==> config.mk <==
export PLATFORM = sky130hd
export DESIGN_NAME = bk_accum_32bit
export DESIGN_NICKNAME = d
export VERILOG_FILES = /design/src/rtl/bk_pkg.sv /design/src/rtl/bk_adder_32bit.sv /design/src/rtl/bk_accum_32bit.sv
export SDC_FILE = /design/constraint.sdc
export NUM_CORES = 1
export LEC_CHECK = 0
export CORE_MARGIN = 5
export CORE_UTILIZATION = 49
export DETAILED_ROUTE_END_ITERATION = 7
export MAX_ROUTING_LAYER = met4
export PLACE_DENSITY_LB_ADDON = 0.15
export SYNTH_ARGS = -nofsm -noshare
export SYNTH_HDL_FRONTEND = slang
export SYNTH_HIERARCHICAL = 1
export SYNTH_SLANG_ARGS = --single-unit
==> constraint.sdc <==
create_clock -name clk -period 3.5 [get_ports clk]
set_input_delay 0.525 -clock clk [delete_from_list [all_inputs] [get_ports clk]]
set_output_delay 0.525 -clock clk [all_outputs]
set_load 0.02 [all_outputs]
==> src/rtl/bk_pkg.sv <==
// bk_pkg: shared constants and FSM state type for the BK accumulator slice
package bk_pkg;
  localparam int WIDTH = 32;
  localparam int CARRY_W_DEF = 8;
  localparam int CNT_W_DEF = 16;
  typedef enum logic {ACC, HOLD} state_t;
endpackage

==> src/rtl/bk_adder_32bit.sv <==
// bk_adder_32bit: combinational 32-bit Brent-Kung parallel-prefix adder
module bk_adder_32bit
  import bk_pkg::*;
(
  input  logic [WIDTH-1:0] a,
  input  logic [WIDTH-1:0] b,
  input  logic             cin,
  output logic [WIDTH-1:0] sum,
  output logic             cout
);
  logic [WIDTH-1:0] g, p, pp;
  // Up-sweep builds power-of-two group terms, down-sweep fills the remaining prefixes
  always_comb begin
    pp = a ^ b;
    g = a & b;
    p = pp;
    g[0] = g[0] | (p[0] & cin);
    for (int l = 0; l < 5; l++)
      for (int i = 0; i < WIDTH; i++)
        if ((i + 1) % (2 << l) == 0) begin
          g[i] = g[i] | (p[i] & g[i - (1 << l)]);
          p[i] = p[i] & p[i - (1 << l)];
        end
    for (int l = 3; l >= 0; l--)
      for (int i = 0; i < WIDTH; i++)
        if ((i + 1) % (2 << l) == (1 << l) && i >= (2 << l)) begin
          g[i] = g[i] | (p[i] & g[i - (1 << l)]);
          p[i] = p[i] & p[i - (1 << l)];
        end
    sum = pp ^ {g[WIDTH-2:0], cin};
    cout = g[WIDTH-1];
  end
endmodule

==> src/rtl/bk_accum_32bit.sv <==
// bk_accum_32bit: framed streaming accumulator built on the Brent-Kung adder
module bk_accum_32bit
  import bk_pkg::*;
#(
  parameter int CARRY_W = CARRY_W_DEF,
  parameter int CNT_W = CNT_W_DEF
) (
  input  logic               clk,
  input  logic               rst,
  input  logic               in_valid,
  output logic               in_ready,
  input  logic [WIDTH-1:0]   in_data,
  input  logic               in_last,
  output logic               out_valid,
  input  logic               out_ready,
  output logic [WIDTH-1:0]   out_sum,
  output logic [CARRY_W-1:0] out_carries,
  output logic [CNT_W-1:0]   out_count,
  output logic               out_sat
);
  state_t state_q, state_d;
  logic [WIDTH-1:0] acc_q, acc_d, sum, out_sum_q, out_sum_d;
  logic [CARRY_W-1:0] carries_q, carries_d, carries_n, out_carries_q, out_carries_d;
  logic [CNT_W-1:0] count_q, count_d, count_n, out_count_q, out_count_d;
  logic sat_q, sat_d, sat_n, out_sat_q, out_sat_d, cout, accept, done;
  bk_adder_32bit u_add (.a(acc_q), .b(in_data), .cin(1'b0), .sum(sum), .cout(cout));
  // State register
  always_ff @(posedge clk)
    if (rst) state_q <= ACC;
    else state_q <= state_d;
  // Next state: a last beat enters HOLD, the output handshake returns to ACC
  always_comb begin
    state_d = (state_q == ACC) ? ((in_valid & in_last) ? HOLD : ACC) : (out_ready ? ACC : HOLD);
  end
  // Handshake outputs depend only on the registered state
  always_comb begin
    in_ready = state_q == ACC;
    out_valid = state_q == HOLD;
  end
  // Saturating counters and frame capture; the last beat publishes and clears in one edge
  always_comb begin
    accept = in_valid & in_ready;
    done = accept & in_last;
    carries_n = carries_q + CARRY_W'(cout & ~&carries_q);
    count_n = count_q + CNT_W'(~&count_q);
    sat_n = sat_q | (cout & &carries_q) | &count_q;
    acc_d = accept ? (in_last ? '0 : sum) : acc_q;
    carries_d = accept ? (in_last ? '0 : carries_n) : carries_q;
    count_d = accept ? (in_last ? '0 : count_n) : count_q;
    sat_d = accept ? (~in_last & sat_n) : sat_q;
    out_sum_d = done ? sum : out_sum_q;
    out_carries_d = done ? carries_n : out_carries_q;
    out_count_d = done ? count_n : out_count_q;
    out_sat_d = done ? sat_n : out_sat_q;
  end
  // Datapath registers
  always_ff @(posedge clk)
    if (rst) begin
      acc_q <= '0;
      carries_q <= '0;
      count_q <= '0;
      sat_q <= 1'b0;
      out_sum_q <= '0;
      out_carries_q <= '0;
      out_count_q <= '0;
      out_sat_q <= 1'b0;
    end else begin
      acc_q <= acc_d;
      carries_q <= carries_d;
      count_q <= count_d;
      sat_q <= sat_d;
      out_sum_q <= out_sum_d;
      out_carries_q <= out_carries_d;
      out_count_q <= out_count_d;
      out_sat_q <= out_sat_d;
    end
  assign out_sum = out_sum_q;
  assign out_carries = out_carries_q;
  assign out_count = out_count_q;
  assign out_sat = out_sat_q;
endmodule

==> Word level (Yosys, flattened, before mapping) <==
Index checks and enable logic that the tools add are counted.
{ "word_totals": {"ff_bits": 115, "latch_bits": 0, "ram_bits": 0, "rom_bits": 0, "out_inout_bits": 59, "wordCells": 174, "n_memories": 0} }
{ "classes": {"n_addsub": 2, "n_mul": 0, "n_div": 0, "order_cmp": 0, "eq_ne": 0, "shift": 0, "n_mux": 6, "n_bitwise": 153, "reduce_logical": 4} }
{ "op_table": {"columns": ["cell", "n"], "rows": [
  ["AND 1 bit", 89],
  ["XOR 32 bit", 2],
  ["bitwise OR 1 bit", 59],
  ["AND 32 bit", 1],
  ["two-way mux 32 bit", 1],
  ["adder 16 x 1 -> 16 bit", 1],
  ["two-way mux 16 bit", 1],
  ["AND reduction 16 bit", 1],
  ["adder 8 x 1 -> 8 bit", 1],
  ["two-way mux 8 bit", 1],
  ["AND reduction 8 bit", 1],
  ["two-way mux 1 bit", 3],
  ["logical NOT 1 bit", 2],
  ["NOT 1 bit", 2]
]} }

==> Longest topological paths before layout <==
Gate-level depths: netlist of the first run.
{ "depth": {"word_depth": 19, "mapped_depth": 18} }

==> By module <==
The synthesis of the first run kept the hierarchy.
{ "modules_own_cells": {"columns": ["module", "n_inst", "cells_each", "area_per_inst_um2", "seq_area_each_um2"], "rows": [
  ["bk_accum_32bit", 1, 587, 4777.1, 2302.2],
  ["bk_adder_32bit", 1, 155, 1347.5, 0.0]
]} }

==> Least setup slack after synthesis of the first run <==
Ideal clock, no wire load.
{ "synth_timing": {"kind": "input -> register", "start": "in in_data[0]", "end": "reg carries_q[6]", "setup_ns": 0.070, "arrival_time_ns": 3.476, "required_ns": 3.430, "setup_slack_ns": -0.046, "stages": 17, "path_buffers": 0, "cell_sequence": "inv_1 > fa_1 > inv_1 > fa_1 > a211oi_1 > o211ai_2 > nand4_1 > a311oi_2 > o21ai_2 > a32oi_2 > inv_1 > a31oi_1 > ha_1 > ha_1 > nand3_1 > or3_1 > a21oi_1"} }
{ "synth_between": {"elab_chain_cells": 14} }
{ "synth_lines": {"columns": ["element", "line_no", "source"], "rows": [
  ["from (decl)", "bk_accum_32bit.sv:12", "input logic [WIDTH-1:0] in_data,"],
  ["AND 32 bit", "bk_adder_32bit.sv:15", "g = a & b;"],
  ["AND 1 bit", "bk_adder_32bit.sv:21", "g[i] = g[i] | (p[i] & g[i - (1 << l)]);"],
  ["bitwise OR 1 bit", "bk_adder_32bit.sv:21", null],
  ["AND 1 bit", "bk_adder_32bit.sv:21", null],
  ["bitwise OR 1 bit", "bk_adder_32bit.sv:21", null],
  ["AND 1 bit", "bk_adder_32bit.sv:21", null],
  ["bitwise OR 1 bit", "bk_adder_32bit.sv:21", null],
  ["AND 1 bit", "bk_adder_32bit.sv:21", null],
  ["bitwise OR 1 bit", "bk_adder_32bit.sv:21", null],
  ["AND 1 bit", "bk_adder_32bit.sv:21", null],
  ["bitwise OR 1 bit", "bk_adder_32bit.sv:21", null],
  ["named net cout", "bk_accum_32bit.sv:25", "logic sat_q, sat_d, sat_n, out_sat_q, out_sat_d, cout, accept, done;"],
  ["AND 1 bit", "bk_accum_32bit.sv:44", "carries_n = carries_q + CARRY_W'(cout & ~&carries_q);"],
  ["adder 8 x 1 -> 8 bit", "bk_accum_32bit.sv:44", null],
  ["two-way mux 8 bit", "bk_accum_32bit.sv:48", "carries_d = accept ? (in_last ? '0 : carries_n) : carries_q;"],
  ["to (signal assigned)", "bk_accum_32bit.sv:69", "carries_q <= carries_d;"],
  ["to (decl)", "bk_accum_32bit.sv:23", "logic [CARRY_W-1:0] carries_q, carries_d, carries_n, out_carries_q, out_carries_d;"]
]} }
The timed path passes the listed nets, and every way through them passes these cells.
A chain may end at the register's enable or synchronous reset.

==> Final worst setup path of the first run <==
{ "layout_timing": {"start": "reg acc_q[0]", "end": "reg carries_q[6]"} }
{ "layout_between": {"elab_chain_cells": 14} }
{ "layout_lines": {"columns": ["element", "line_no", "source"], "rows": [
  ["from (decl)", "bk_accum_32bit.sv:22", "logic [WIDTH-1:0] acc_q, acc_d, sum, out_sum_q, out_sum_d;"],
  ["from (signal assigned)", "bk_accum_32bit.sv:59", "acc_q <= '0;"],
  ["from (signal assigned)", "bk_accum_32bit.sv:68", "acc_q <= acc_d;"],
  ["AND 32 bit", "bk_adder_32bit.sv:15", null],
  ["AND 1 bit", "bk_adder_32bit.sv:21", null],
  ["bitwise OR 1 bit", "bk_adder_32bit.sv:21", null],
  ["AND 1 bit", "bk_adder_32bit.sv:21", null],
  ["bitwise OR 1 bit", "bk_adder_32bit.sv:21", null],
  ["AND 1 bit", "bk_adder_32bit.sv:21", null],
  ["bitwise OR 1 bit", "bk_adder_32bit.sv:21", null],
  ["AND 1 bit", "bk_adder_32bit.sv:21", null],
  ["bitwise OR 1 bit", "bk_adder_32bit.sv:21", null],
  ["AND 1 bit", "bk_adder_32bit.sv:21", null],
  ["bitwise OR 1 bit", "bk_adder_32bit.sv:21", null],
  ["named net cout", "bk_accum_32bit.sv:25", null],
  ["AND 1 bit", "bk_accum_32bit.sv:44", null],
  ["adder 8 x 1 -> 8 bit", "bk_accum_32bit.sv:44", null],
  ["two-way mux 8 bit", "bk_accum_32bit.sv:48", null]
]} }
The timed path passes the listed nets, and every way through them passes these cells.

==> impl_metrics.toml, run 1 <==
[outcome]
status = "finished, final reports clean"

[power]
ir_worst_vdd_uv = 283
p_seq_share_pct = 35.4
p_sw_share_pct = 24.6
power.switching_mw = 0.983
cellPowerDensity_nw_per_um2 = 488
p_comb_share_pct = 16.8
total_power_mw = 4.00
cellLeakagePower_nw = 3.19
p_int_mw = 3.01
clkPwrFrac_pct = 47.8

[route]
route.met2.wl_mm = 7.68
wire_per_inst_um = 15.0
highest_layer = "met4"
viasPerCell = 5.37
drtIter0Drc = 247
wirelength_mm = 15.5
dr_wl_met3_um = 789
antenna_left = 0
drt-met1-wl_mm = 6.75
drt_first_pass_iters = 5
drc_errors = 0
via_count = 5527

[synthesis]
synth_fa_ha_area_share_pct = 12.5
ys_seq_elements = 115
syn_inst = 742
synth-compound-area-share_pct = 17.7
synth_nets = 830
synth-edff-count = 0
synth_xor_xnor_area_share_pct = 4.86
synth_top_area_cell = "dfxtp_1"
mappedNetlistArea_um2 = 6120
ys_top_cells_by_area = "dfxtp_1 38%, a21oi_1 8.4%, ha_1 6.9%"
ys_types = 47
yosys_warnings = 6
yosys_most_used_dff = "dfxtp_1"
synth_top_area_share_pct = 37.6
synth_top_family_by_area = "simple AND/OR/NAND/NOR gates"
synth.avg_cell_area_um2 = 8.25
synthSimpleGateAreaFrac_pct = 22.0
async_reset_ff_share_pct = 0
seq_area_frac_synth_pct = 37.6
synth_mux_area_share_pct = 0

[timing]
tightest_slew_ns = 0.892
slew_headroom_pct = 40.5
hold_ws_ns = 0.452
hold_viol_final = 0
skew_ns = 0.00738
fin_ws_ns = 0.0523
fin_crit_ns = 3.45
max_freq_ghz = 0.290
finalMaxSlewViolations = 0
rsz0062_at_grt = "true"
setup_viol = 0
finalCritPeriodShare_pct = 98.5

[floorplanning]
rows = 40
dieWidth_um = 122
die_h_um = 122
die_area_um2 = 14800
io_pins = 96
core_um2 = 12100
start_util_pct = 50.6

[clock_network]
cts_tree = "yes"
clk_latency_ns = 0.42
cts_root_buffer = "clkbuf_16"
htree_levels = 4
cts-hold-fix-buffers = 0
clk_path_buf_depth = 2
cts_sinks = 115
clk_pin_slew_worst_paths_ns = 0.05
numCtsBuffers = 17

[global_route]
grt_first_pass_wirelength_mm = 25.9
grt_max_degree = 82
grt_pass1_vias = 5555
overflow = 0
antenna_found_initial = 0
grt_usage_pct = 22.3

[placement]
dpl.hpwl_mm = 10.2
port_buffers = 95
place_congestion = 0.803
place_ws_ns = -0.699
placed_area_um2 = 7420
place_inst = 992

[hold_path]
hp-class = "flop to flop"

[setup_path]
path_max_fanout = 4
cp_data_required_time_ns = 3.84
end_kind = "flop"
cp.arrival_ns = 3.78
cp-start-kind = "flop"
crit_type = "flop to flop"

[cells_and_area]
layout.nets = 937
insertedDiodeCount = 0
postLayoutCellArea_um2 = 8200
drive_above_1_share_pct = 12.5
mostFrequentLayoutCells = "114 x dfxtp_1, 101 x a21oi_1, 93 x nand2_1"
area_delta_synth_final_pct = 33.8
final_common_cell = "dfxtp_1"
final_cells = 1030

[run]
drv_cap = 0
-- final cells by class --
| cell class | count | area [um2] |
|---|---|---|
| multi-input combinational | 544 | 3590 |
| inverter | 26 | 97.6 |
| clock inverter | 11 | 180 |
| fill | 1072 | 3920 |
| clock buffer | 21 | 470 |
| sequential | 115 | 2300 |
| tap | 168 | 210 |
| timing repair buffer | 145 | 1350 |
-- through the flow --
step                setup TNS [ns]  util, %
detailed placement          -18.48     61.2
global route                 -1.22     67.7
finish                           0     67.7
floorplan                        0        -
CTS                              0     67.2
global placement            -13.87     61.2
-- logic make-up after synthesis --
family                     count (synthesis)
AOI/OAI and AO/OA                        185
xor gates and xnor gates                  34
adders and majority gates                 51
buffers and inverters                     83
DFF                                      115
other                                      1
and+or+nand+nor                          273
-- cells in the mapped netlist (2+ instances only) --
cell type	count
dfxtp_1	115
a21oi_1	103
nand2_1	93
nor2_1	70
clkbuf_1	45
nor3b_1	38
ha_1	34
inv_1	26
xor2_1	25
o21ai_0	24
a211oi_1	22
fa_1	17
nand3_1	16
or3_1	16
a31oi_1	12
xnor2_1	9
and3_1	7
nand4_1	7
buf_1	6
a21o_1	4
and2_1	4
buf_2	4
nand2b_1	4
nor3_1	4
a41oi_1	3
and4_1	3
nand3b_1	3
a22oi_1	2
a41o_1	2
buf_4	2
nor2b_1	2
o211ai_1	2
o21a_1	2
o21bai_1	2
or2_1	2
-- timing repair --
item,4_1_cts,5_1_grt
setup endpoints to repair,22,15
buffers inserted,5,1
pin swaps,13,16
gates resized for setup,9,13
-- state kept, by name, summed over array words and instances, names as in the netlist --
register / flops
out_carries: 8
acc_q: 32
out_valid: 1
out_sat: 1
sat_q: 1
out_count: 16
out_sum: 32
count_q: 16
carries_q: 8
-- layer usage --
metal  track usage, %  vias to the layer above
met1             26.2                     2598
li1                 -                     2774
met4             7.42                        0
met3             5.62                       23
met5                -                        -
met2             37.2                      132
-- worst paths after layout --
path                             from                   endpoint  cells past startpoint  slack (ns)
max             acc_q[0]$_SDFFE_PP0P_  carries_q[6]$_SDFFE_PP0P_                     17        0.05
min          out_sum[21]$_SDFFE_PP0P_   out_sum[21]$_SDFFE_PP0P_                      2        0.45
max reg2reg     acc_q[0]$_SDFFE_PP0P_  carries_q[6]$_SDFFE_PP0P_                     17        0.05
min reg2reg  out_sum[21]$_SDFFE_PP0P_   out_sum[21]$_SDFFE_PP0P_                      2        0.45
-- critical path, stage by stage, from the launching register on --
cell	delay, ns
dfxtp_2	0.33
inv_2	0.04
fa_2	0.34
inv_2	0.06
fa_2	0.23
a211oi_4	0.08
o211ai_2	0.18
nand4_1	0.20
a311oi_2	0.37
o21ai_2	0.11
a32oi_2	0.20
inv_1	0.06
a31oi_1	0.16
ha_2	0.24
ha_4	0.17
nand3_4	0.08
or3_4	0.38
a21oi_2	0.14
-- power groups by stage --
| stage | registers [mW] | logic, mW | clock network (mW) |
|---|---|---|---|
| floorplan | 1.49 | 0.323 | 0 |
| global placement | 1.44 | 0.635 | 0 |
| detailed placement | 1.44 | 0.651 | 0 |
| CTS | 1.42 | 0.669 | 1.94 |
| global route | 1.42 | 0.743 | 2.01 |
| finish | 1.42 | 0.672 | 1.91 |
No activity file was read; power rests on OpenSTA's default activity.
==> run 2, diff against run 1 <==
- GPL_TIMING_DRIVEN: not set -> 0
- clock period: 3.5 -> 2.75 ns (I/O delays scaled with it)
==> impl_metrics.toml, run 2 (synthesis results as in run 1) <==
[outcome]
status = "complete, but fails checks"
violations = "negative setup slack"

[power]
cellLeakagePower_nw = 3.10
ir_worst_vdd_uv = 343
cellPowerDensity_nw_per_um2 = 589
total_power_mw = 4.83

[route]
wirelength_mm = 17.0
wire_per_inst_um = 16.3
via_count = 5782
drtIter0Drc = 335
antenna_left = 0
drt_first_pass_iters = 5
drc_errors = 0
viasPerCell = 5.53

[global_route]
grt_first_pass_wirelength_mm = 27.9
overflow = 0
antenna_found_initial = 0
grt_max_degree = 17
grt_usage_pct = 24.3
grt_pass1_vias = 5782

[clock_network]
numCtsBuffers = 17
htree_levels = 4
cts_sinks = 115
cts_root_buffer = "clkbuf_16"
clk_path_buf_depth = 2
cts_tree = "yes"
clk_pin_slew_worst_paths_ns = 0.05
clk_latency_ns = 0.42

[cells_and_area]
area_delta_synth_final_pct = 34.0
final_cells = 1046
fillers = 1022
layout.nets = 955
mostFrequentLayoutCells = "114 x dfxtp_1, 99 x a21oi_1, 93 x clkdlybuf4s50_1"
insertedDiodeCount = 0
final_common_cell = "dfxtp_1"
drive_above_1_share_pct = 11.6

[setup_path]
crit_type = "flop to flop"
r2r-end = "carries_q[6]$_SDFFE_PP0P_"
cp.arrival_ns = 3.79
slowest_stage = "or3_4"
path_buf_inv = 3
path_max_fanout = 4
end_kind = "flop"
cpPeakStageDelay_ns = 0.38
r2r-start = "acc_q[0]$_SDFFE_PP0P_"
reg2reg_depth = 17
rrSetupSlack_ns = -0.70
cp-start-kind = "flop"
path_cells = "inv_2 -> fa_2 -> inv_2 -> fa_2 -> a211oi_2 -> o211ai_2 -> nand4_1 -> a311oi_2 -> o21ai_2 -> a32oi_2 -> inv_1 -> a31oi_1 -> ha_2 -> ha_4 -> nand3_4 -> or3_4 -> a21oi_2"
critical-path-top-delay-family = "compound AO/OA/AOI/OAI gates"
cp_data_required_time_ns = 3.10

[run]
drv_cap = 0

[hold_path]
hold_depth = 2
min_from = "out_sum[20]$_SDFFE_PP0P_"
hp-class = "flop to flop"
whs_endpoint = "out_sum[20]$_SDFFE_PP0P_"

[placement]
place_congestion = 0.887
dpl.hpwl_mm = 11.9
place_inst = 1004
port_buffers = 94

[floorplanning]
die_h_um = 122
rows = 40
die_area_um2 = 14800
start_util_pct = 50.6
io_pins = 96
core_um2 = 12100
dieWidth_um = 122

[timing]
skew_ns = 0.00804
slew_headroom_pct = 50.5
setup_viol = 55
finalMaxSlewViolations = 0
max_freq_ghz = 0.290
rsz0062_at_grt = "true"
fin_crit_ns = 3.45
tightest_slew_ns = 0.743
fin_ws_ns = -0.698
finalCritPeriodShare_pct = 125
hold_viol_final = 0
## run 2: cell types whose count changed in the layout (fill, tap and decap cells not counted), sizes merged
cell / change
buf: -27
bufinv: -3
clkbuf: +49
clkdlybuf4s50: +1
clkinv: -4
## run 2: power by group
group          total (mW)  internal, mW  leakage (nW)  switching, mW
combinational       0.825         0.366          1.87          0.459
sequential           1.80          1.75         0.937         0.0514
clock                2.20          1.46         0.292          0.741
## run 2: layer usage
layer	part of all wire (%)	routed length, um	global-route usage (%)
met3	6.2	1050	6.22
met1	44	7460	29.0
met4	2.3	395	9.94
met5	0	0	-
met2	48	8120	39.2
## run 2: worst min-delay path, stage by stage (launching register included)
cell and delay [ns]:
dfxtp_1 0.30, nand2_1 0.05, a21oi_1 0.05
## run 2: worst max-delay path by stage
stage                                     start                   endpoint  slack [ns]  cells past startpoint
after detailed placement             in_data[0]  carries_q[6]$_SDFFE_PP0P_       -1.54                     18
after floorplan                      in_data[0]  carries_q[6]$_SDFFE_PP0P_       -0.43                     17
after global routing      acc_q[0]$_SDFFE_PP0P_  carries_q[7]$_SDFFE_PP0P_       -0.83                     17
final                     acc_q[0]$_SDFFE_PP0P_  carries_q[6]$_SDFFE_PP0P_       -0.70                     17
after global placement               in_data[0]  carries_q[6]$_SDFFE_PP0P_       -1.45                     18
after CTS                 acc_q[0]$_SDFFE_PP0P_  carries_q[6]$_SDFFE_PP0P_       -0.80                     17
## run 2: area by class of cell
class / instances / area, um2 / area share [%]
Clock buffer: 26 / 519 / 6.33
Inverter: 26 / 105 / 1.28
Timing Repair Buffer: 108 / 1050 / 12.8
Clock inverter: 4 / 70.1 / 0.854
Buffer: 55 / 220 / 2.68
Multi-Input combinational cell: 544 / 3730 / 45.4
Tap cell: 168 / 210 / 2.56
Sequential cell: 115 / 2300 / 28.1
## run 2: through the flow
| step | setup slack, ns | utilization, % | TNS (ns) | cell area, um2 | hold WS [ns] |
|---|---|---|---|---|---|
| after floorplan | -0.434 | - | -4.02 | 6200 | 0.457 |
| after global placement | -1.45 | 60.7 | -54.24 | 7350 | 0.444 |
| after detailed placement | -1.54 | 60.7 | -57.96 | 7350 | 0.448 |
| after CTS | -0.796 | 66.8 | -18.51 | 8090 | 0.455 |
| after global routing | -0.829 | 67.8 | -24.70 | 8210 | 0.468 |
| final | -0.698 | 67.8 | -17.69 | 8210 | 0.452 |
## run 2: timing repair
| action | in CTS | in global routing |
|---|---|---|
| pin swaps | 23 | 18 |
| endpoints found under the hold margin | 0 | 0 |
| setup buffers | 11 | 3 |
| setup endpoints to repair | 73 | 69 |
| resized for setup | 19 | 22 |
| hold buffers | 0 | 0 |
==> run 3, diff against run 2 <==
- CTS_CLUSTER_SIZE: not set -> 14
- RECOVER_POWER: not set -> 50
==> impl_metrics.toml, run 3 (synthesis results as in run 1) <==
[cells_and_area]
insertedDiodeCount = 0
final_cells = 1046
postLayoutCellArea_um2 = 8210
mostFrequentLayoutCells = "114 x dfxtp_1, 99 x a21oi_1, 92 x nand2_1"
area_delta_synth_final_pct = 34.0
layout.nets = 955
fillers = 1022
multi_input_area_um2 = 3730
final_common_cell = "dfxtp_1"
register_area_um2 = 2300
drive_above_1_share_pct = 11.6

[floorplanning]
die_h_um = 122
start_util_pct = 50.6
rows = 40
core_um2 = 12100
dieWidth_um = 122
io_pins = 96
die_area_um2 = 14800

[power]
clkPwrFrac_pct = 45.8
p_seq_share_pct = 37.4
power.switching_mw = 1.25
p_sw_share_pct = 26.0
cellLeakagePower_nw = 3.27
cellPowerDensity_nw_per_um2 = 586
p_comb_share_pct = 16.8
p_int_mw = 3.56
ir_worst_vdd_uv = 342

[global_route]
grt_usage_pct = 24.3
overflow = 0
grt_max_degree = 17
grt_pass1_vias = 5782
grt_first_pass_wirelength_mm = 27.9
antenna_found_initial = 0

[setup_path]
end_kind = "flop"
path_cells = "inv_2 -> fa_2 -> inv_2 -> fa_2 -> a211oi_2 -> o211ai_2 -> nand4_1 -> a311oi_2 -> o21ai_2 -> a32oi_2 -> inv_1 -> a31oi_1 -> ha_2 -> ha_4 -> nand3_4 -> or3_4 -> a21oi_2"
cp.arrival_ns = 3.79
cpPeakStageDelay_ns = 0.38
slowest_stage = "or3_4"
path_max_fanout = 4
cp-start-kind = "flop"
crit_type = "flop to flop"
rrSetupSlack_ns = -0.70
cp_data_required_time_ns = 3.10

[clock_network]
numCtsBuffers = 17
htree_levels = 4
cts_sinks = 115
cts_tree = "yes"
cts-hold-fix-buffers = 0
clk_pin_slew_worst_paths_ns = 0.05
cts_root_buffer = "clkbuf_16"
clk_latency_ns = 0.42
clk_path_buf_depth = 2

[timing]
finalMaxSlewViolations = 0
fin_ws_ns = -0.698
max_freq_ghz = 0.290
fin_crit_ns = 3.45
finalCritPeriodShare_pct = 125
hold_ws_ns = 0.449
skew_ns = 0.00804
rsz0062_at_grt = "true"
slew_headroom_pct = 50.5
setup_viol = 55
tightest_slew_ns = 0.743
hold_viol_final = 0

[placement]
place_congestion = 0.887
placed_area_um2 = 7350
dpl.hpwl_mm = 11.9
place_inst = 1004
port_buffers = 94

[route]
drt_first_pass_iters = 6
wire_per_inst_um = 16.3
viasPerCell = 5.53
drtIter0Drc = 316
drc_errors = 0
wirelength_mm = 17.0
via_count = 5786
antenna_left = 0

[run]
drv_cap = 0

[hold_path]
hp-class = "flop to flop"

[outcome]
violations = "negative setup slack"
status = "complete, but fails checks"
-- run 3: worst paths after layout --
| check | start | to | cells past startpoint |
|---|---|---|---|
| max reg2reg | acc_q[0]$_SDFFE_PP0P_ | carries_q[6]$_SDFFE_PP0P_ | 17 |
| min reg2reg | out_sum[20]$_SDFFE_PP0P_ | out_sum[20]$_SDFFE_PP0P_ | 2 |
| min | out_sum[20]$_SDFFE_PP0P_ | out_sum[20]$_SDFFE_PP0P_ | 2 |
| max | acc_q[0]$_SDFFE_PP0P_ | carries_q[6]$_SDFFE_PP0P_ | 17 |
-- run 3: layout make-up --
class | instances | share of cell area, %
Timing Repair Buffer | 108 | 12.8
Clock inverter | 4 | 0.854
Inverter | 26 | 1.28
Tap cell | 168 | 2.56
Multi-Input combinational cell | 544 | 45.4
Buffer | 55 | 2.68
Sequential cell | 115 | 28.1
Clock buffer | 26 | 6.33
-- run 3: what timing repair did --
item	CTS	global route
endpoints found under the setup margin	73	69
endpoints found under the hold margin	0	0
resized for setup	19	22
pin swaps	23	18
buffers inserted	11	3
cloned	0	0
-- run 3: layer usage --
layer	global-route usage, %	part of all wire, %	vias to the layer above
met1	29.0	44	2755
met5	-	0	-
li1	-	-	2806
met2	39.2	48	188
met4	9.94	2.3	0
met3	6.22	5.9	37
-- run 3: worst max-delay path, delay by kind of cell, from the launching register on --
kind | cells | cell delay (ns)
compound gates | 7 | 1.30
fa+ha+maj | 4 | 0.92
buf+inv | 3 | 0.15
flops | 1 | 0.33
simple gates | 3 | 0.67
-- run 3: through the flow --
| step | util [%] | setup slack (ns) | TNS (ns) | power [mW] |
|---|---|---|---|---|
| final | 67.8 | -0.698 | -17.76 | 4.81 |
| after global routing | 67.8 | -0.829 | -24.70 | 5.02 |
| after CTS | 66.8 | -0.796 | -18.51 | 4.84 |
| after detailed placement | 60.7 | -1.54 | -57.96 | 2.61 |
| after global placement | 60.7 | -1.45 | -54.24 | 2.59 |
| after floorplan | - | -0.434 | -4.02 | 2.31 |
-- run 3: power groups by stage --
stage	Sequential (mW)	Combinational, mW	Clock (mW)
after floorplan	1.89	0.418	0
after global placement	1.83	0.755	0
after detailed placement	1.84	0.775	0
after CTS	1.80	0.801	2.23
after global routing	1.81	0.886	2.32
final	1.80	0.806	2.20
